===== src/rtl/refresh_countdown_timer.sv =====
// Periodic tREFI down-counter with refresh credit accounting.
// Expiries accumulate as credits that are retired by refresh_ack.
module refresh_countdown_timer #(
    parameter int unsigned SIZE        = 16,
    parameter int unsigned MAX_PENDING = 8
) (
    input  logic                               clk,
    input  logic                               n_rst,
    input  logic                               clear,
    input  logic                               enable,
    input  logic [SIZE-1:0]                    interval_val,
    input  logic                               refresh_ack,
    output logic [SIZE-1:0]                    count_out,
    output logic                               expire_pulse,
    output logic                               refresh_req,
    output logic                               refresh_urgent,
    output logic [$clog2(MAX_PENDING+1)-1:0]   pending_cnt,
    output logic                               overflow_err
);

    localparam int unsigned PEND_W = $clog2(MAX_PENDING + 1);
    localparam logic [PEND_W-1:0] PEND_MAX = PEND_W'(MAX_PENDING);

    typedef enum logic {
        IDLE = 1'b0,
        RUN  = 1'b1
    } state_t;

    state_t state;
    logic   expiry;

    // Expiry edge: the enabled RUN cycle on which the countdown reaches 1
    always_comb begin
        expiry = 1'b0;
        if ((state == RUN) && enable && (count_out <= SIZE'(1))) begin
            expiry = 1'b1;
        end
    end

    assign refresh_req    = (pending_cnt != '0);
    assign refresh_urgent = (pending_cnt == PEND_MAX);

    always_ff @(posedge clk or negedge n_rst) begin
        if (!n_rst) begin
            state        <= IDLE;
            count_out    <= '0;
            expire_pulse <= 1'b0;
            pending_cnt  <= '0;
            overflow_err <= 1'b0;
        end else if (clear) begin
            state        <= IDLE;
            count_out    <= '0;
            expire_pulse <= 1'b0;
            pending_cnt  <= '0;
            overflow_err <= 1'b0;
        end else begin
            expire_pulse <= expiry;

            case (state)
                IDLE: begin
                    if (enable && (interval_val != '0)) begin
                        count_out <= interval_val;
                        state     <= RUN;
                    end
                end
                RUN: begin
                    if (expiry) begin
                        // Reload samples the interval; zero parks the timer
                        count_out <= interval_val;
                        if (interval_val == '0) begin
                            state <= IDLE;
                        end
                    end else if (enable) begin
                        count_out <= count_out - SIZE'(1);
                    end
                end
                default: begin
                    state     <= IDLE;
                    count_out <= '0;
                end
            endcase

            // Credit counter: simultaneous expiry and ack cancel out
            if (expiry && !refresh_ack) begin
                if (pending_cnt == PEND_MAX) begin
                    overflow_err <= 1'b1;
                end else begin
                    pending_cnt <= pending_cnt + PEND_W'(1);
                end
            end else if (refresh_ack && !expiry && (pending_cnt != '0)) begin
                pending_cnt <= pending_cnt - PEND_W'(1);
            end
        end
    end

endmodule


===== config.mk =====
export PLATFORM = sky130hd
export DESIGN_NAME = refresh_countdown_timer
export DESIGN_NICKNAME = d
export VERILOG_FILES = /design/src/rtl/refresh_countdown_timer.sv
export SDC_FILE = /design/constraint.sdc
export NUM_CORES = 1
export LEC_CHECK = 0
export ABC_AREA = 1
export BUFFER_PORTS_ARGS = -buffer_cell sky130_fd_sc_hd__buf_2
export CAP_MARGIN = 10
export CORE_ASPECT_RATIO = 0.75
export CORE_MARGIN = 2
export CORE_UTILIZATION = 30
export DETAILED_ROUTE_END_ITERATION = 7
export PLACE_DENSITY = 0.6
export SYNTH_ARGS = -nofsm -noshare
export SYNTH_HDL_FRONTEND = slang
export SYNTH_SLANG_ARGS = --single-unit

===== constraint.sdc =====
create_clock -name clk -period 2.2 [get_ports clk]
set_input_delay 0 -clock clk [delete_from_list [all_inputs] [get_ports clk]]
set_output_delay 0 -clock clk [all_outputs]
set_load 0.005 [all_outputs]

Yosys cells after proc, flatten, opt, wreduce, memory -nomap -nowiden
Index checks and enable logic that the tools add are counted.
- register bits after elaboration: 23
- output and inout bits: 24
- add/subtract/negate cells: 3
- order comparisons: 1
- equal/unequal tests: 4
- multiplexer cells: 19
- bitwise logic cells: 1
- reduce and logical (&&, ||, !) cells: 17
- operator list (cell ; number):
    2-to-1 mux 16 bit ; 4
    case mux 16 bit (2 select lines) ; 1
    <= comparator 16 x 1 -> 1 bit, second input constant ; 1
    zero test 16 bit ; 1
    2-to-1 mux 4 bit ; 4
    nonzero test 16 bit ; 1
    subtractor 16 x 1 -> 16 bit, second input constant ; 1
    2-to-1 mux 1 bit ; 9
    logical AND 1 bit ; 6
    != test 3 bit, second input constant ; 2
    AND reduction 2 bit ; 3
    adder 4 x 1 -> 4 bit, second input constant ; 1
    == test 4 bit, second input constant ; 1
    != test 4 x 3 -> 1 bit, second input constant ; 1
    nonzero test 2 bit ; 2
    nonzero test 4 bit ; 1
    subtractor 4 x 1 -> 4 bit, second input constant ; 1
    nonzero test 3 bit ; 1
    zero test 1 bit ; 2
    case mux 1 bit (2 select lines) ; 1
    NOT 1 bit ; 1

Longest topological paths before layout
Gate-level depths: netlist of run 1.
- depth after elaboration: 9
- depth in mapped cells: 17
- mapped depth without buffers: 17

Least setup slack after synthesis of run 1
No wires, ideal clock.
- kind: reg-to-reg
- start point: register count_out[0]
- end point: register pending_cnt[3]
- setup time: 0.083 ns
- arrival: 2.209 ns
- data required time: 2.117 ns
- path slack: -0.092 ns
- cell stages (with the launch flop): 18
- period minus slack after synthesis: 2.292 ns
- cells stage by stage: dfrtp_1 > inv_1 > ha_1 > inv_1 > nand2_1 > nand2_1 > nor2_2 > nand3_2 > nor2_1 > inv_1 > ha_1 > a21oi_1 > nand2_1 > nand2_1 > nand2_1 > nand3_1 > nand2_1 > o21ai_0
- longest elaborated chain between the ends: 8
- elaborated cells between the ends (all ways): 12
- classes of those cells: order compare: 1; eq/ne: 1; mux: 3; reduce/logical: 7
- RTL lines (item ; RTL line ; source):
    start: declaration ; 13 ; output logic [SIZE-1:0] count_out,
    start signal: assignment ; 62 ; count_out <= interval_val;
    start signal: assignment ; 69 ; count_out <= interval_val;
    start signal: assignment ; 74 ; count_out <= count_out - SIZE'(1);
    <= comparator 16 x 1 -> 1 bit * ; 35 ; if ((state == RUN) && enable && (count_out <= SIZE'(1))) begin
    logical AND 1 bit * ; 35 ;
    2-to-1 mux 1 bit * ; 35 ;
    zero test 1 bit ; 90 ; end else if (refresh_ack && !expiry && (pending_cnt != '0)) begin
    logical AND 1 bit (2 in a row) ; 90 ;
    nonzero test 3 bit (no source line) ; n/a ;
    AND reduction 2 bit (no source line) ; n/a ;
    end signal: assignment ; 88 ; pending_cnt <= pending_cnt + PEND_W'(1);
    end signal: assignment ; 91 ; pending_cnt <= pending_cnt - PEND_W'(1);
    end: declaration ; 17 ; output logic [$clog2(MAX_PENDING+1)-1:0] pending_cnt,
Every way passes the cells marked *; elsewhere a longest branch is shown, timed or not.
A chain may end at the register's enable or synchronous reset.

Final worst setup path of run 1
Ends and elaborated chain as after synthesis.

==> impl_metrics.tcl, run 1 <==
set metrics [dict create \
    yosys_register_bits 23 \
    drt-total-wl_um 5220 \
    post-route-drc-count 0 \
    grt_max_degree 24 \
    finalSetupViolCount 0 \
    grt_pass1_vias 1763 \
    design.final.nets 371 \
    final_layout_size_suffix_gt1_share_pct 26.5 \
    cp-start-kind "flop" \
    synth_seq_area_share_pct 31.5 \
    place.detailed.hpwl_um 3920 \
    die_x_extent_um 94.1 \
    postLayoutCellArea_sq_um 2360 \
    postSynth.topFlopCell "sky130_fd_sc_hd__dfrtp_1" \
    maxSlewViolCount 0 \
    area_post_placement_sq_um 2220 \
    post_synth_num_cell_types 25 \
    critical_path_arrival_ns 2.23 \
    initialDrtViolationCount 120 \
    drt_pre_antenna_iters 4 \
    antenna_found_initial 0 \
    synth.cell_area_sq_um 1830 \
    dpl.cell_count 412 \
    clock_insertion_delay_worst_skew_ns 0.28 \
    gr-total-overflow 0 \
    via_count 1891 \
    hold_path.class "primary input to flop" \
    port_buffer_count 44 \
    yosys.area.top_type "sky130_fd_sc_hd__dfrtp_1" \
    die-area_sq_um 6730 \
    final_core_util_pct 40.2 \
    postRouteAntennaNets 0 \
    maxCapViolations 0 \
    slowest_delay_ns 0.39 \
    clk_path_buf_depth 2 \
    hold_viol 0 \
    cts_made_buffers 3 \
    fp-row-count 24 \
    initial_core_util_pct 31.2 \
    clk_pin_slew_worst_paths_ns 0.10 \
    numClockSinks 23 \
    insertedDiodeCount 0 \
    number_of_stages_on_the_worst_hold_path 5 \
    num_io_pins 45 \
    worst_path_most_repeated_cell "sky130_fd_sc_hd__nand2_1" \
    synth_most_common_cell "sky130_fd_sc_hd__nand2_1" \
    fin_crit_ns 2.06 \
    chipHeight_um 71.6 \
    max_slew.worst_pin.slew_ns 0.570 \
    syn2layout_area_growth_pct 29.1 \
    synth.area.top_cells "sky130_fd_sc_hd__dfrtp_1 32%, sky130_fd_sc_hd__nand2_1 17%, sky130_fd_sc_hd__nand3_1 11%, sky130_fd_sc_hd__nor2_1 8.4%, sky130_fd_sc_hd__inv_1 7.6%" \
    cp_cell_sequence "buf_4 -> ha_4 -> inv_1 -> nand2_1 -> nand2_1 -> nor2_2 -> nand3_2 -> nor2_4 -> inv_2 -> ha_4 -> nand3_2 -> nand2_1 -> nand2_1 -> nand2_1 -> nand3_1 -> nand2_1 -> o21ai_1" \
    post_synth_inst_count 281 \
    gp_routability_congestion 0.855 \
    worst_path_max_delay_cell "sky130_fd_sc_hd__dfrtp_1" \
    timing.critical_path.fanout_max 3 \
    critical_path.reg2reg.startpoint "count_out[0]$_DFFE_PN0P_" \
    timing_worst_setup_path_type "flop to flop" \
    tritoncts "done" \
    final.period_utilization_pct 93.4 \
    ctsHtreeMaxLevel 1 \
    timing.fmax_mhz 487 \
    timing.slew.headroom_pct 62.0 \
    ctsRootBufferMaster "sky130_fd_sc_hd__clkbuf_8" \
    yosys-top-cells-count "84 x sky130_fd_sc_hd__nand2_1, 41 x sky130_fd_sc_hd__nand3_1, 41 x sky130_fd_sc_hd__nor2_1" \
    cp.required_ns 2.37 \
    critPathLaunch "count_out[0]$_DFFE_PN0P_" \
    r2r.worst_path.cells 17 \
    setup-tns-final_ns 0 \
    synth_enable_flop_cells 0 \
    synthesized_net_count 307 \
    viasPerCell 4.48 \
    ys_async_sr_fraction_pct 100 \
    hp-start "interval_val[2]" \
    critPathCaptureType "flop" \
    netlist.area_leader.share_pct 31.5 \
    final.hold.worst_slack_ns 0.0267 \
    status "finished clean" \
    synth_area_per_cell_sq_um 6.50 \
    clock_skew_ns 0.00553 \
    power.static_leakage_uw 0.00134 \
    finalNonFillerCells 422 \
    core_region_area_sq_um 5860 \
    grt_first_pass_wirelength_um 8470 \
    worst_vdd_rail_ir_drop_uv 258 \
    count_of_synthesis_stage_warnings_from_yosys 0 \
    power_per_cell_area_nw_per_um2 723 \
    grt_util_all_layers_pct 16.2 \
    drt-wirelength-per-cell_um 12.4 \
]
## kinds of logic (layout without fill, tap and decap cells)
logic type | Yosys count | in the layout | synth area share (%)
AO/OA/AOI/OAI | 16 | 16 | 5.14
XOR/XNOR | 13 | 13 | 6.24
adder cells (fa/ha/maj) | 5 | 5 | 3.84
AND/OR/NAND/NOR | 180 | 180 | 42.3
flip-flops | 23 | 23 | 31.5
buffers and inverters | 44 | 107 | 11.0
## state kept, by name, summed over array words and instances (netlist names)
register and cells:
state 1, count_out 16, expire_pulse 1, pending_cnt 4, overflow_err 1
## layout by cell type (no fill, tap or decap)
cell                            count
sky130_fd_sc_hd__inv_2              4
sky130_fd_sc_hd__nand3_2            2
sky130_fd_sc_hd__nor2_2             5
sky130_fd_sc_hd__clkbuf_8           3
sky130_fd_sc_hd__dfrtp_1           23
sky130_fd_sc_hd__a31oi_1            2
sky130_fd_sc_hd__buf_2             44
sky130_fd_sc_hd__nor2_4             1
sky130_fd_sc_hd__fa_1               1
sky130_fd_sc_hd__clkinv_2           1
sky130_fd_sc_hd__o21ai_2            3
sky130_fd_sc_hd__xnor2_1            4
sky130_fd_sc_hd__nand2_4            1
sky130_fd_sc_hd__buf_4             19
sky130_fd_sc_hd__o21ai_0            9
sky130_fd_sc_hd__nand2_1           84
sky130_fd_sc_hd__ha_4               3
sky130_fd_sc_hd__o21ai_1            1
sky130_fd_sc_hd__nand4_1            2
sky130_fd_sc_hd__nor2_1            40
sky130_fd_sc_hd__dlygate4sd3_1      2
sky130_fd_sc_hd__nand3_1           40
sky130_fd_sc_hd__a21oi_4            1
sky130_fd_sc_hd__inv_1             34
sky130_fd_sc_hd__nand2_2            4
sky130_fd_sc_hd__ha_1               1
sky130_fd_sc_hd__nor3b_1            1
sky130_fd_sc_hd__xor2_1             9
## worst paths after layout
path / slack (ns) / to
worst max-delay path: 0.14 / pending_cnt[3]$_DFFE_PN0P_
min in group asynchronous: 0.24 / count_out[12]$_DFFE_PN0P_
max in group asynchronous: 1.58 / count_out[2]$_DFFE_PN0P_
worst min register to register: 0.50 / overflow_err$_DFFE_PN0P_
worst max register to register: 0.14 / pending_cnt[3]$_DFFE_PN0P_
worst min-delay path: 0.03 / count_out[2]$_DFFE_PN0P_
## metal layers
metal	GRT usage, %	share of wire [%]	vias up
met3	4.21	7.4	7
met1	24.0	48	828
met2	23.3	43	57
met4	4.67	1.2	0
li1	-	-	999
met5	0	0	-
## where the power goes
group          total (uW)  internal, uW  switching [uW]
combinational         849           369             479
clock                 289           127             162
sequential            566           483            82.4
total                1700           980             724
## worst max-delay path, delay by kind of cell, from the launching register on
| family | cells | cell delay, ns |
|---|---|---|
| and+or+nand+nor | 11 | 0.86 |
| adders and majority gates | 2 | 0.42 |
| DFF | 1 | 0.39 |
| buffers and inverters | 3 | 0.23 |
| AOI/OAI and AO/OA | 1 | 0.06 |
## per-stage QoR
step | total power, uW | setup WS, ns
2_1_floorplan | 1090 | 0.0383
3_3_place_gp | 1350 | 0.112
3_5_place_dp | 1360 | 0.00772
4_1_cts | 1660 | 0.00412
5_1_grt | 1860 | -0.0345
6_report | 1700 | 0.145
## layout make-up
type / count / area [sq um]
Clock inverter: 1 / 5.00
Inverter: 38 / 143
Sequential cell: 23 / 576
Multi-Input combinational cell: 214 / 1110
Fill cell: 632 / 3500
Timing Repair Buffer: 65 / 383
Clock buffer: 3 / 41.3
Tap cell: 78 / 97.6
## what timing repair did
item / in CTS / in global routing
hold buffers: 2 / 0
hold endpoints to repair: 24 / 0
buffers inserted: 1 / 3
pin swaps: 0 / 5
gates resized for setup: 0 / 9
endpoints found under the setup margin: 1 / 1
(Power assumes the default switching activity.)
==> run 2, diff against run 1 <==
- ABC_AREA: 1 -> not set
- CORE_UTILIZATION: 30 -> 48
- PLACE_DENSITY: 0.6 -> 0.84
==> impl_metrics.tcl, run 2 <==
set metrics [dict create \
    violations_in_the_final_reports "setup timing" \
    tritoncts "done" \
    clk_pin_slew_worst_paths_ns 0.09 \
    maxCapViolations 0 \
    drt-wirelength-per-cell_um 18.1 \
    setup-tns-final_ns -1.28 \
    antenna_found_initial 0 \
    count_of_synthesis_stage_warnings_from_yosys 0 \
    drt-total-wl_um 6020 \
    synth_seq_area_share_pct 32.9 \
    fp-row-count 18 \
    power.static_leakage_uw 0.00120 \
    synth_enable_flop_cells 0 \
    design.final.nets 319 \
    mostFrequentLayoutCells "44 x sky130_fd_sc_hd__buf_2, 43 x sky130_fd_sc_hd__buf_4, 24 x sky130_fd_sc_hd__a21oi_1, 23 x sky130_fd_sc_hd__dfrtp_1, 19 x sky130_fd_sc_hd__inv_1" \
    synth.area.top_cells "sky130_fd_sc_hd__dfrtp_1 33%, sky130_fd_sc_hd__a21oi_1 7.4%, sky130_fd_sc_hd__o32ai_1 6.0%, sky130_fd_sc_hd__inv_1 4.3%, sky130_fd_sc_hd__mux2i_1 4.0%" \
    finalSetupViolCount 4 \
    initialDrtViolationCount 195 \
    viasPerCell 6.32 \
    clock_insertion_delay_worst_skew_ns 0.27 \
    maxSlewViolCount 0 \
    setup_slack_ns -0.523 \
    timing.slew.headroom_pct 61.3 \
    netlist.area_leader.share_pct 32.9 \
    max_slew.worst_pin.slew_ns 0.577 \
    clk_path_buf_depth 2 \
    total_power_uw 1830 \
    status "finished with violations" \
    synthesized_net_count 231 \
    post_synth_inst_count 205 \
    synth_area_per_cell_sq_um 8.53 \
    route.top_layer_used "met4" \
    via_count 2098 \
    timing.critical_path.fanout_max 5 \
    hold_path.class "primary input to flop" \
    timing_worst_setup_path_type "flop to flop" \
    numClockSinks 23 \
    cts_made_buffers 3 \
    gr-total-overflow 0 \
    synth_most_common_cell "sky130_fd_sc_hd__a21oi_1" \
    die-area_sq_um 4150 \
    drt_pre_antenna_iters 6 \
    detailroute.wirelength.met2_um 2790 \
    postSynth.topFlopCell "sky130_fd_sc_hd__dfrtp_1" \
    initial_core_util_pct 51.7 \
    fin_crit_ns 2.72 \
    wl_met1_um 2460 \
    cp_cell_sequence "nor4_4 -> nor2b_4 -> nand3_2 -> or4_4 -> ha_4 -> a21o_1 -> a21oi_2 -> or4_1 -> a31oi_1 -> a41o_1" \
    cp.required_ns 2.41 \
    hold_viol 0 \
    post-route-drc-count 0 \
    critPathCaptureType "flop" \
    syn2layout_area_growth_pct 41.0 \
    ctsRootBufferMaster "sky130_fd_sc_hd__clkbuf_8" \
    mostFrequentLayoutCell "sky130_fd_sc_hd__buf_2" \
    worst_vdd_rail_ir_drop_uv 449 \
    yosys_register_bits 23 \
    place.detailed.hpwl_um 4070 \
    grt_util_all_layers_pct 27.8 \
    worst_path_max_delay_cell "sky130_fd_sc_hd__or4_4" \
    num_io_pins 45 \
    final_layout_size_suffix_gt1_share_pct 40.1 \
    largest_register_ff_count 16 \
    slowest_delay_ns 0.47 \
    register_with_the_highest_flop_count "count_out" \
    synth.cell_area_sq_um 1750 \
    timing.fmax_mhz 367 \
    gp_routability_congestion 0.932 \
    clock_skew_ns 0.00551 \
    yosys.area.top_type "sky130_fd_sc_hd__dfrtp_1" \
    postRouteAntennaNets 0 \
    biggestRegsByFlops "count_out: 16 flops, pending_cnt: 4 flops" \
    yosys-top-cells-count "26 x sky130_fd_sc_hd__a21oi_1, 23 x sky130_fd_sc_hd__dfrtp_1, 20 x sky130_fd_sc_hd__inv_1" \
    area_post_placement_sq_um 2270 \
    post_synth_num_cell_types 50 \
    grt_pass1_vias 1876 \
    core_region_area_sq_um 3380 \
    met3RoutedLength_um 623 \
    critical_path_arrival_ns 2.93 \
    insertedDiodeCount 0 \
    postLayoutCellArea_sq_um 2460 \
    chipHeight_um 56.3 \
    final.period_utilization_pct 124 \
    power_per_cell_area_nw_per_um2 744 \
    grt_setup_unrepaired "yes" \
    die_x_extent_um 73.7 \
    cp-start-kind "flop" \
    grt_max_degree 24 \
    port_buffer_count 44 \
    grt_first_pass_wirelength_um 9070 \
    ctsHtreeMaxLevel 1 \
    ys_async_sr_fraction_pct 100 \
]
run 2: logic make-up after synthesis:
logic type | synth area share, %
multiplexers | 5.94
buffers and inverters | 7.30
adder cells (fa/ha/maj) | 4.01
flip-flops | 32.9
AND/OR/NAND/NOR | 26.4
AO/OA/AOI/OAI | 21.9
XOR/XNOR | 1.50
run 2: worst max-delay path: cells and delay by family, from the launching register on:
kind                       cells  cell delay [ns]
adders and majority gates      1             0.28
AOI/OAI and AO/OA              4             0.45
and+or+nand+nor                5             1.51
DFF                            1             0.42
run 2: power by group:
part | total (uW) | leakage [uW] | internal [uW] | switching (uW)
Clock | 280 | 0.0000228 | 130 | 150
Sequential | 554 | 0.000307 | 480 | 74.6
Combinational | 999 | 0.000871 | 481 | 518
run 2: cell type report:
type                    count  area, sq um
inverters                  21         78.8
clock buffers               4         45.0
well taps                  40         50.0
repair buffers             92          598
fillers                   238          913
multi-input cells         152         1120
flip-flops and latches     23          576
run 2: repair_timing:
| action | 4_1_cts | 5_1_grt |
|---|---|---|
| endpoints found under the setup margin | 3 | 17 |
| gates cloned | 0 | 1 |
| buffers inserted | 1 | 8 |
| pin swaps | 1 | 8 |
| hold buffers | 1 | 0 |
| gates resized for setup | 2 | 15 |
| endpoints found under the hold margin | 23 | 0 |
run 2: through the flow:
stage          instances  hold WS [ns]  worst slack [ns]  util, %
3_3_place_gp         317        0.0201            -0.430     67.1
4_1_cts              323        0.0205            -0.443     69.2
5_1_grt              332        0.0421            -0.616     73.0
2_1_floorplan        205        -0.296            -0.678        -
6_report             332        0.0341            -0.523     73.0
3_5_place_dp         317        0.0139            -0.527     67.1
run 2: worst paths after layout:
kind	startpoint	endpoint	slack, ns	cells past startpoint
max	count_out[12]$_DFFE_PN0P_	pending_cnt[3]$_DFFE_PN0P_	-0.52	10
min	interval_val[9]	count_out[9]$_DFFE_PN0P_	0.03	3
max reg2reg	count_out[12]$_DFFE_PN0P_	pending_cnt[3]$_DFFE_PN0P_	-0.52	10
min reg2reg	overflow_err$_DFFE_PN0P_	overflow_err$_DFFE_PN0P_	0.52	2
max in group asynchronous	n_rst	overflow_err$_DFFE_PN0P_	1.61	2
min in group asynchronous	n_rst	count_out[10]$_DFFE_PN0P_	0.23	2
run 2: routing by layer:
layer  vias up  GRT usage (%)
li1        939              -
met1       992           41.8
met2       145           41.6
met3        22           5.75
met4         0           4.68
met5         -              0
